===== src/rtl/sdram_aref.sv =====
// Auto-refresh generator: periodic refresh request, then PRECHARGE-ALL + AREF_NUM AUTO REFRESH on grant.
// Optional SDRAM_AREF_MISS_EN adds aref_miss, a pulse when an interval wraps with the request still pending.
module sdram_aref #(
  parameter int CNT_REF_MAX = 749,
  parameter int TRP_CLK     = 2,
  parameter int TRFC_CLK    = 7,
  parameter int AREF_NUM    = 2
) (
  input  logic        sys_clk,
  input  logic        sys_rst_n,
  input  logic        init_end,
  input  logic        aref_en,
  output logic        aref_req,
  output logic [3:0]  aref_cmd,
  output logic [1:0]  aref_ba,
  output logic [12:0] aref_addr,
  output logic        aref_end
`ifdef SDRAM_AREF_MISS_EN
  ,
  output logic        aref_miss
`endif
);

  localparam logic [3:0] CMD_NOP          = 4'b0111;
  localparam logic [3:0] CMD_PRECHARGE    = 4'b0010;
  localparam logic [3:0] CMD_AUTO_REFRESH = 4'b0001;

  localparam int REF_W     = $clog2(CNT_REF_MAX + 1);
  localparam int DWELL_MAX = (TRP_CLK > TRFC_CLK) ? TRP_CLK : TRFC_CLK;
  localparam int CLK_W     = $clog2(DWELL_MAX + 1);
  localparam int NUM_W     = $clog2(AREF_NUM + 1);

  localparam logic [REF_W-1:0] REF_LAST  = REF_W'(CNT_REF_MAX);
  localparam logic [CLK_W-1:0] TRP_LAST  = CLK_W'(TRP_CLK - 1);
  localparam logic [CLK_W-1:0] TRFC_LAST = CLK_W'(TRFC_CLK - 1);
  localparam logic [NUM_W-1:0] NUM_LIM   = NUM_W'(AREF_NUM);

  typedef enum logic [2:0] {
    AREF_IDLE,
    AREF_PCHA,
    AREF_TRP,
    AUTO_REF,
    AREF_TRF,
    AREF_END
  } state_t;

  state_t            state;
  state_t            next_state;
  logic [REF_W-1:0]  cnt_ref;
  logic [CLK_W-1:0]  cnt_clk;
  logic [NUM_W-1:0]  cnt_aref;
  logic              ref_wrap;

  assign ref_wrap = init_end && (cnt_ref == REF_LAST);

  // Refresh interval timer keeps running through an operation so the cadence never drifts.
  always_ff @(posedge sys_clk or negedge sys_rst_n) begin
    if (!sys_rst_n) begin
      cnt_ref <= '0;
    end else if (!init_end || cnt_ref == REF_LAST) begin
      cnt_ref <= '0;
    end else begin
      cnt_ref <= cnt_ref + 1'b1;
    end
  end

  always_ff @(posedge sys_clk or negedge sys_rst_n) begin
    if (!sys_rst_n) begin
      aref_req <= 1'b0;
    end else if (!init_end) begin
      aref_req <= 1'b0;
    end else if (ref_wrap) begin
      aref_req <= 1'b1;
    end else if (state == AREF_PCHA) begin
      aref_req <= 1'b0;
    end
  end

`ifdef SDRAM_AREF_MISS_EN
  always_ff @(posedge sys_clk or negedge sys_rst_n) begin
    if (!sys_rst_n) begin
      aref_miss <= 1'b0;
    end else begin
      aref_miss <= ref_wrap && aref_req;
    end
  end
`endif

  always_ff @(posedge sys_clk or negedge sys_rst_n) begin
    if (!sys_rst_n) begin
      state <= AREF_IDLE;
    end else begin
      state <= next_state;
    end
  end

  always_comb begin
    next_state = state;
    case (state)
      AREF_IDLE: if (aref_en && aref_req && init_end) next_state = AREF_PCHA;
      AREF_PCHA: next_state = AREF_TRP;
      AREF_TRP:  if (cnt_clk == TRP_LAST) next_state = AUTO_REF;
      AUTO_REF:  next_state = AREF_TRF;
      AREF_TRF: begin
        if (cnt_clk == TRFC_LAST) begin
          next_state = (cnt_aref < NUM_LIM) ? AUTO_REF : AREF_END;
        end
      end
      AREF_END:  next_state = AREF_IDLE;
      default:   next_state = AREF_IDLE;
    endcase
  end

  always_ff @(posedge sys_clk or negedge sys_rst_n) begin
    if (!sys_rst_n) begin
      cnt_clk <= '0;
    end else if (state != next_state) begin
      cnt_clk <= '0;
    end else begin
      cnt_clk <= cnt_clk + 1'b1;
    end
  end

  always_ff @(posedge sys_clk or negedge sys_rst_n) begin
    if (!sys_rst_n) begin
      cnt_aref <= '0;
    end else if (state == AUTO_REF) begin
      cnt_aref <= cnt_aref + 1'b1;
    end else if (state == AREF_END) begin
      cnt_aref <= '0;
    end
  end

  always_comb begin
    aref_cmd = CMD_NOP;
    aref_end = 1'b0;
    case (state)
      AREF_PCHA: aref_cmd = CMD_PRECHARGE;
      AUTO_REF:  aref_cmd = CMD_AUTO_REFRESH;
      AREF_END:  aref_end = 1'b1;
      default:   aref_cmd = CMD_NOP;
    endcase
  end

  // A10 high makes the PRECHARGE apply to all banks.
  assign aref_ba   = 2'b11;
  assign aref_addr = 13'h1FFF;

endmodule


===== config.mk =====
export PLATFORM = sky130hd
export DESIGN_NAME = sdram_aref
export DESIGN_NICKNAME = d
export VERILOG_FILES = /design/src/rtl/sdram_aref.sv
export SDC_FILE = /design/constraint.sdc
export NUM_CORES = 1
export LEC_CHECK = 0
export ABC_AREA = 0
export CAP_MARGIN = 30
export CORE_MARGIN = 2
export CORE_UTILIZATION = 47
export CTS_BUF_LIST = sky130_fd_sc_hd__clkbuf_2 sky130_fd_sc_hd__clkbuf_4 sky130_fd_sc_hd__clkbuf_8
export CTS_CLUSTER_DIAMETER = 30
export DETAILED_ROUTE_END_ITERATION = 6
export PLACE_DENSITY = 0.78
export SLEW_MARGIN = 15
export SYNTH_ARGS = -nofsm -noshare
export SYNTH_HDL_FRONTEND = slang
export SYNTH_SLANG_ARGS = --single-unit

===== constraint.sdc =====
create_clock -name sys_clk -period 1.3 [get_ports sys_clk]
set_clock_uncertainty 0.05 [all_clocks]
set_input_delay 0.26 -clock sys_clk [delete_from_list [all_inputs] [get_ports sys_clk]]
set_output_delay 0.26 -clock sys_clk [all_outputs]
set_load 0.05 [all_outputs]

Yosys cells after proc, flatten, opt, wreduce, memory -nomap -nowiden. Cells that the tools add are included.

Flip-flop bits (word level): 19. Input bits: 4. Output and inout port bits: 21. Logic and storage cells: 40.

Add/subtract/negate cells: 3. $lt $le $gt $ge: 1. Equal/unequal tests: 10. Multiplexer cells: 14. Reduce and logical (&&, ||, !) cells: 7.

Operators by type and width (count): 3-bit 2-to-1 mux (5); 3-bit one-hot mux with 5 select lines (1); 10-bit by 1-bit adder with 10-bit output, second input constant (1); 10-bit equality test, second input constant (1); 10-bit 2-to-1 mux (1); 3-bit equality test, second input constant (3); 3-bit by 1-bit equality test with 1-bit output, second input constant (2); 3-bit by 2-bit equality test with 1-bit output, second input constant (2); 3-bit one-hot mux with 2 select lines (1); 1-bit 2-to-1 mux (4); 2-bit 2-to-1 mux (2); 3-bit by 1-bit adder with 3-bit output, second input constant (1); 1-bit logical AND (3); 3-bit logical NOT (1); 3-bit by 1-bit != test with 1-bit output, second input constant (1); 3-bit != test (1); 2-bit by 1-bit adder with 2-bit output, second input constant (1); 2-bit less-than comparator, second input constant (1); 2-bit nonzero test (1); 1-bit logical NOT (1); 1-bit logical OR (1).

Longest topological paths before layout. Gate-level depths: netlist of the first run.

Word-level depth: 6. Depth in mapped cells: 6. Gate-level depth less buffers: 6.

Worst setup path after synthesis of the first run. No wires, ideal clock.

Path type: reg-to-reg. From: reg state[0]. To: reg aref_req. Library setup time: 122 ps. Arrival: 1267 ps. Data required time: 1128 ps. Slack: -139 ps. Cell stages (with the launch flop): 6. Path buffers: 1. Clock period less this slack: 1439 ps. Cells stage by stage: dfrtp_1 -> buf_2 -> nor2b_1 -> nand2b_1 -> nand2_1 -> a21oi_1.

Longest elaborated chain between the ends: 2.

Ends and longest elaborated chain: start: declaration (RTL line 47) `state_t state;`; start signal: assignment (RTL line 93) `state <= next_state;`; 3-bit by 1-bit equality test with 1-bit output (RTL line 74) `end else if (state == AREF_PCHA) begin`; 3-bit by 1-bit != test with 1-bit output (no line); end signal: assignment (RTL line 71) `aref_req <= 1'b0;`; end signal: assignment (RTL line 73) `aref_req <= 1'b1;`; end signal: assignment (RTL line 75) `aref_req <= 1'b0;`; end: declaration (RTL line 13) `output logic aref_req,`.

Every way passes these cells. A chain may end at the register's enable or synchronous reset.

Final worst setup path of the first run.
From: reg state[2]. To: out aref_cmd[0].

Longest elaborated chain between the ends: 2. Elaborated cells between the ends (all ways): 3. Classes of those cells: eq/ne (2); mux (1).

Ends and longest elaborated chain: 3-bit by 2-bit equality test with 1-bit output / 3-bit by 1-bit equality test with 1-bit output (equally long branches) (RTL line 137) `case (state)`; 3-bit one-hot mux with 2 select lines * (RTL line 137); end: declaration (RTL line 14) `output logic [3:0] aref_cmd,`.

Mark *: on every way between the ends. The rest lies on a longest branch, timed or not.

==> flow_summary.toml, run 1 <==
[outcome]
outcome = "complete, but fails checks"
failed_checks = "negative setup slack"

[placed_design]
gp_congestion = 0.846
hpwlAfterDp_um = 1720
io_buffers = 8
dp_cells = 175

[logic_synthesis]
syn_avg_cell_area_um2 = 9.18
synth_warnings = 0
netlist_instances = 125
async_reset_ff_frac = 1.00
syn_area_mm2 = 0.00115
seq_area_frac_synth = 0.414
synth_edf_count = 0
synth_flop_cell = "dfrtp_1"
ys_ff_latch = 19
synth_cell_types = 34

[clock_network]
clock_sinks = 19
cts_buffer_depth = 2
htreeDepth = 1
cts_tree = "done"
cts-root-buf = "clkbuf_4"
numCtsBuffers = 3
clkTransAtPathRegs_ps = 110
clk_latency_ps = 300

[routing]
via_count = 986
detail_route.wl_per_cell_um = 14.0
routed_via_density = 5.24
drc = 0
drt_iter0_drc = 17
dr.pass1.iters = 4
wirelength_um = 2630
drt.antenna.violating_nets = 0

[floorplanning]
core_mm2 = 0.00225
io_pins = 25
die-area_mm2 = 0.00285
std_cell_rows = 17
initial_utilization = 0.509
die_h_um = 53.4
dieWidth_um = 53.4

[power_and_ir_drop]
clkPwrFrac = 0.131
power.leakage_nw = 0.726
seqPwrFrac = 0.353
combPwrFrac = 0.517
p_sw_mw = 0.996
ir_drop_mv = 1.19
power_mw = 2.50
power_density_mw_per_mm2 = 1590
power.internal_mw = 1.50
p_sw_frac = 0.399

[global_route]
grt_pass1_vias = 951
grtUsageTotal = 0.202
grt_pass1_wl_um = 4060
grt_max_degree = 20
antenna_found_initial = 0
grt.overflow.total = 0

[setup_path]
cp.arrival_ps = 1210
ff2ff_path_depth = 5
crit_path_max_incr_delay_ps = 460
cp-start-kind = "register"
cp_num_buf_inv = 1
cp-end-kind = "primary output"
crit_fanout = 4
r2r_slack_ps = -190
critPathRequiredTime_ps = 990
critical_path_class = "register to primary output"
rr_startpoint = "state[2]$_DFF_PN0_"
path_cells = "nor2b_4 > nand2b_2 > buf_12"
r2r_end = "cnt_clk[1]$_DFF_PN0_"
crit_path_top_delay_cell = "dfrtp_2"
path_delay_family = "flip-flops"

[sta]
rsz0062_at_grt = "yes"
fin_crit_sh = 1.17
holdWs_ps = 235
finalHoldViolations = 0
tns_ps = -3080
final_max_slew_viol_count = 0
max_freq_mhz = 658
period_minus_slack_ps = 1520
finalSetupViolations = 19
fin_ws_ps = -220

[final_layout]
stdcell_count = 188
area_growth_pct = 37.0
drive_above_1_share = 0.400
final_common_cell = "buf_4"
layout_common_cells = "buf_4 (26), conb_1 (16), dfrtp_1 (16)"
nNetsFinal = 170
antenna_cells = 0

[run]
maxCapViolations = 0

[worst_hold_path]
min_path_type = "primary input to async pin"
-- worst max path at each step --
stage	start	to	slack [ps]	cells past startpoint
2_1_floorplan	cnt_ref[1]$_DFF_PN0_	cnt_ref[2]$_DFF_PN0_	-50	6
3_3_place_gp	init_end	cnt_clk[2]$_DFF_PN0_	-140	5
3_5_place_dp	init_end	cnt_clk[0]$_DFF_PN0_	-220	5
4_1_cts	state[2]$_DFF_PN0_	aref_cmd[0]	-210	3
5_1_grt	state[2]$_DFF_PN0_	aref_cmd[0]	-280	3
6_report	state[2]$_DFF_PN0_	aref_cmd[0]	-220	3
-- worst reg2reg max path, delay by kind of cell (launching register included) --
kind                   cells  cell delay (ps)
AO/OA/AOI/OAI              1              260
buffers and inverters      2              260
flip-flops                 1              460
AND/OR/NAND/NOR            2              360
-- logic make-up (layout without fill, tap and decap cells) --
kind of cell               Yosys count  in the layout  synth area share
muxes                                1              1           0.00981
xor gates and xnor gates             6              6            0.0458
and+or+nand+nor                     48             48             0.216
buffers and inverters               25             46             0.137
AOI/OAI and AO/OA                   19             19             0.116
other                                2             16           0.00655
adders and majority gates            5              5            0.0545
DFF                                 19             19             0.414
-- final cells by class --
cell class | count | area (um^2)
Fill cell | 168 | 683
Multi-Input combinational cell | 95 | 657
Tap cell | 28 | 35.0
Inverter | 6 | 22.5
Clock buffer | 4 | 30.0
Timing Repair Buffer | 36 | 348
Sequential cell | 19 | 479
-- cells in the mapped netlist (2+ instances only) --
library cell,count,area [um^2]
nand3_1,4,20.0
a21o_1,2,15.0
nand2b_1,2,12.5
buf_4,16,120
and3_1,2,12.5
a21oi_1,4,20.0
conb_1,2,7.51
buf_2,3,15.0
a22o_1,2,17.5
inv_1,6,22.5
nor3_1,3,15.0
xnor2_1,5,43.8
nand4_1,2,12.5
o21ai_0,5,25.0
ha_1,5,62.6
nand2_1,16,60.1
dfrtp_1,19,475
nor2_1,11,41.3
-- power by group through the flow --
stage / Combinational [mW] / Sequential [mW] / Clock, mW
after global routing: 1.38 / 0.898 / 0.360
after global placement: 0.920 / 0.867 / 0
after CTS: 1.18 / 0.865 / 0.338
after detailed placement: 0.974 / 0.883 / 0
after floorplan: 0.700 / 0.817 / 0
final: 1.29 / 0.882 / 0.326
-- sequential cells by signal (all words and copies together) (netlist names) --
register / count
aref_req: 1
state: 3
cnt_aref: 2
cnt_clk: 3
cnt_ref: 10
-- through the flow --
stage	worst slack, ps	util	instance area, um^2
floorplan	-54.4	-	1220
global placement	-135	0.618	1390
detailed placement	-220	0.618	1390
CTS	-213	0.666	1500
global route	-277	0.697	1570
finish	-220	0.697	1570
-- what timing repair did --
action                                  in CTS  in global routing
resized for setup                           12                 11
hold buffers                                 0                  0
buffers inserted                             5                  4
endpoints found under the setup margin      19                 22
gates cloned                                 0                  0
pin swaps                                   13                  7
-- layer usage --
metal	GRT usage	up-vias	wire length [um]
li1	-	465	-
met1	0.206	482	977
met2	0.370	35	1490
met3	0.0650	4	127
met4	0.0855	0	36
met5	0	-	0
Power figures use the tool's default switching activity.
==> run 2, diff against run 1 <==
--- a/config.mk
+++ b/config.mk
@@ -7,6 +7,7 @@
 export LEC_CHECK = 0
 export ABC_AREA = 0
 export CAP_MARGIN = 30
+export CORE_ASPECT_RATIO = 1.1
 export CORE_MARGIN = 2
 export CORE_UTILIZATION = 47
 export CTS_BUF_LIST = sky130_fd_sc_hd__clkbuf_2 sky130_fd_sc_hd__clkbuf_4 sky130_fd_sc_hd__clkbuf_8
==> constraint.sdc (replaced) <==
create_clock -name sys_clk -period 1.3 [get_ports sys_clk]
set_clock_uncertainty 0.05 [all_clocks]
set_input_delay 0.26 -clock sys_clk [delete_from_list [all_inputs] [get_ports sys_clk]]
set_output_delay 0.26 -clock sys_clk [all_outputs]
set_load 0.1 [all_outputs]
==> run 2 against run 1 <==
Against the previous run:
- largest power group unchanged
- the run still ends with negative setup slack left
- design area increased by 5.1%
- wire length grew 11%
- via count down 1.0%
==> flow_summary.toml, run 2 (synthesis results as in run 1) <==
[setup_path]
cp-end-kind = "primary output"
crit_fanout = 4
crit_path_max_incr_delay_ps = 460
path_cells = "nor2b_4 > clkinvlp_4 > buf_12"
cp.arrival_ps = 1310
cp_num_buf_inv = 2
path_delay_family = "flip-flops"
critical_path_class = "register to primary output"
critPathRequiredTime_ps = 990
crit_path_top_delay_cell = "dfrtp_2"
r2r_slack_ps = -170
cp-start-kind = "register"

[clock_network]
ctsHoldBuffers = 0
clkTransAtPathRegs_ps = 110
cts_buffer_depth = 2
cts-root-buf = "clkbuf_4"
htreeDepth = 1
clock_sinks = 19
numCtsBuffers = 3
cts_tree = "done"
clk_latency_ps = 310

[routing]
dr.pass1.iters = 4
via_count = 976
routed_via_density = 5.14
drt_iter0_drc = 8
drt.antenna.violating_nets = 0
drc = 0
wirelength_um = 2920
detail_route.wl_per_cell_um = 15.4

[final_layout]
area_growth_pct = 43.9
postLayoutCellArea_mm2 = 0.00165
largest_register_ffs = 10
nNetsFinal = 170
layout_common_cells = "buf_4 (21), conb_1 (16), dfrtp_1 (16)"
utilization = 0.726
regMostFlops = "cnt_ref"
drive_above_1_share = 0.450
top_regs = "cnt_ref: 10 flops, cnt_clk: 3 flops, state: 3 flops"
fillers = 179
final_common_cell = "buf_4"
antenna_cells = 0

[run]
maxCapViolations = 0

[floorplanning]
initial_utilization = 0.504
io_pins = 25
std_cell_rows = 18
dieWidth_um = 51.1
core_mm2 = 0.00227
die_h_um = 55.8
die-area_mm2 = 0.00285

[sta]
finalHoldViolations = 0
fin_ws_ps = -318
fin_crit_sh = 1.24
rsz0062_at_grt = "yes"
finalSetupViolations = 22
final_max_slew_viol_count = 0
period_minus_slack_ps = 1620
max_freq_mhz = 618

[placed_design]
post_dp_cell_area_mm2 = 0.00142
io_buffers = 8
hpwlAfterDp_um = 1830
gp_congestion = 0.776

[global_route]
grt_max_degree = 20
grtUsageTotal = 0.200
grt.overflow.total = 0
grt_pass1_vias = 1032
grt_pass1_wl_um = 4280
antenna_found_initial = 0

[outcome]
failed_checks = "negative setup slack"
outcome = "complete, but fails checks"

[worst_hold_path]
min_path_type = "primary input to async pin"

[power_and_ir_drop]
ir_drop_mv = 1.28
power.leakage_nw = 0.759
power_density_mw_per_mm2 = 1710
[run 2: changes by cell type in the layout (fill, tap and decap cells not counted), moves of 2 or more]
cell and delta:
buf_4 -5, buf_6 +4, nand2b_4 +2, nor2_1 -2, o21ai_2 +2
[run 2: area by class of cell]
cell class | count | area (um^2) | share of cell area
Clock buffer | 3 | 22.5 | 0.0136
Inverter | 6 | 26.3 | 0.0159
Clock inverter | 1 | 5.00 | 0.00303
Tap cell | 30 | 37.5 | 0.0227
Multi-Input combinational cell | 95 | 708 | 0.429
Timing Repair Buffer | 36 | 370 | 0.224
Sequential cell | 19 | 482 | 0.292
[run 2: power by group]
part / switching [mW] / internal (mW) / total [mW]
Combinational: 0.901 / 0.720 / 1.62
Clock: 0.196 / 0.115 / 0.311
Sequential: 0.168 / 0.720 / 0.888
Total: 1.26 / 1.56 / 2.82
[run 2: through the flow]
| step | cells | worst slack, ps | power (mW) | setup TNS [ps] | hold WS [ps] |
|---|---|---|---|---|---|
| global placement | 177 | -143 | 1.97 | -1540 | 476 |
| finish | 190 | -318 | 2.82 | -3100 | 227 |
| floorplan | 139 | -112 | 1.74 | -696 | -85.6 |
| global route | 190 | -355 | 2.97 | -4610 | 231 |
| CTS | 189 | -298 | 2.58 | -2460 | 243 |
| detailed placement | 177 | -162 | 2.03 | -1930 | 498 |
[run 2: path summary, 6_finish.rpt]
kind,from,endpoint,cells after the start
setup / recovery,state[2]$_DFF_PN0_,aref_cmd[2],3
hold / removal,sys_rst_n,cnt_aref[0]$_DFFE_PN0P_,2
setup reg to reg,cnt_ref[0]$_DFF_PN0_,cnt_ref[9]$_DFF_PN0_,6
hold reg to reg,cnt_clk[0]$_DFF_PN0_,cnt_clk[0]$_DFF_PN0_,2
max in group asynchronous,sys_rst_n,aref_req$_DFFE_PN0P_,2
min in group sys_clk,cnt_clk[0]$_DFF_PN0_,cnt_clk[0]$_DFF_PN0_,2
[run 2: metal layers]
layer,up-vias,share of wire,track usage
met2,26,0.56,0.360
met1,476,0.38,0.206
met3,9,0.033,0.0457
li1,465,-,-
met5,-,0,0
met4,0,0.025,0.112
[run 2: repair_timing]
action                                  in CTS  in global routing
cloned                                       0                  0
gates resized for setup                     14                 24
buffers inserted                             8                  2
hold endpoints to repair                     0                  0
pin swaps                                    8                  8
endpoints found under the setup margin      19                 24
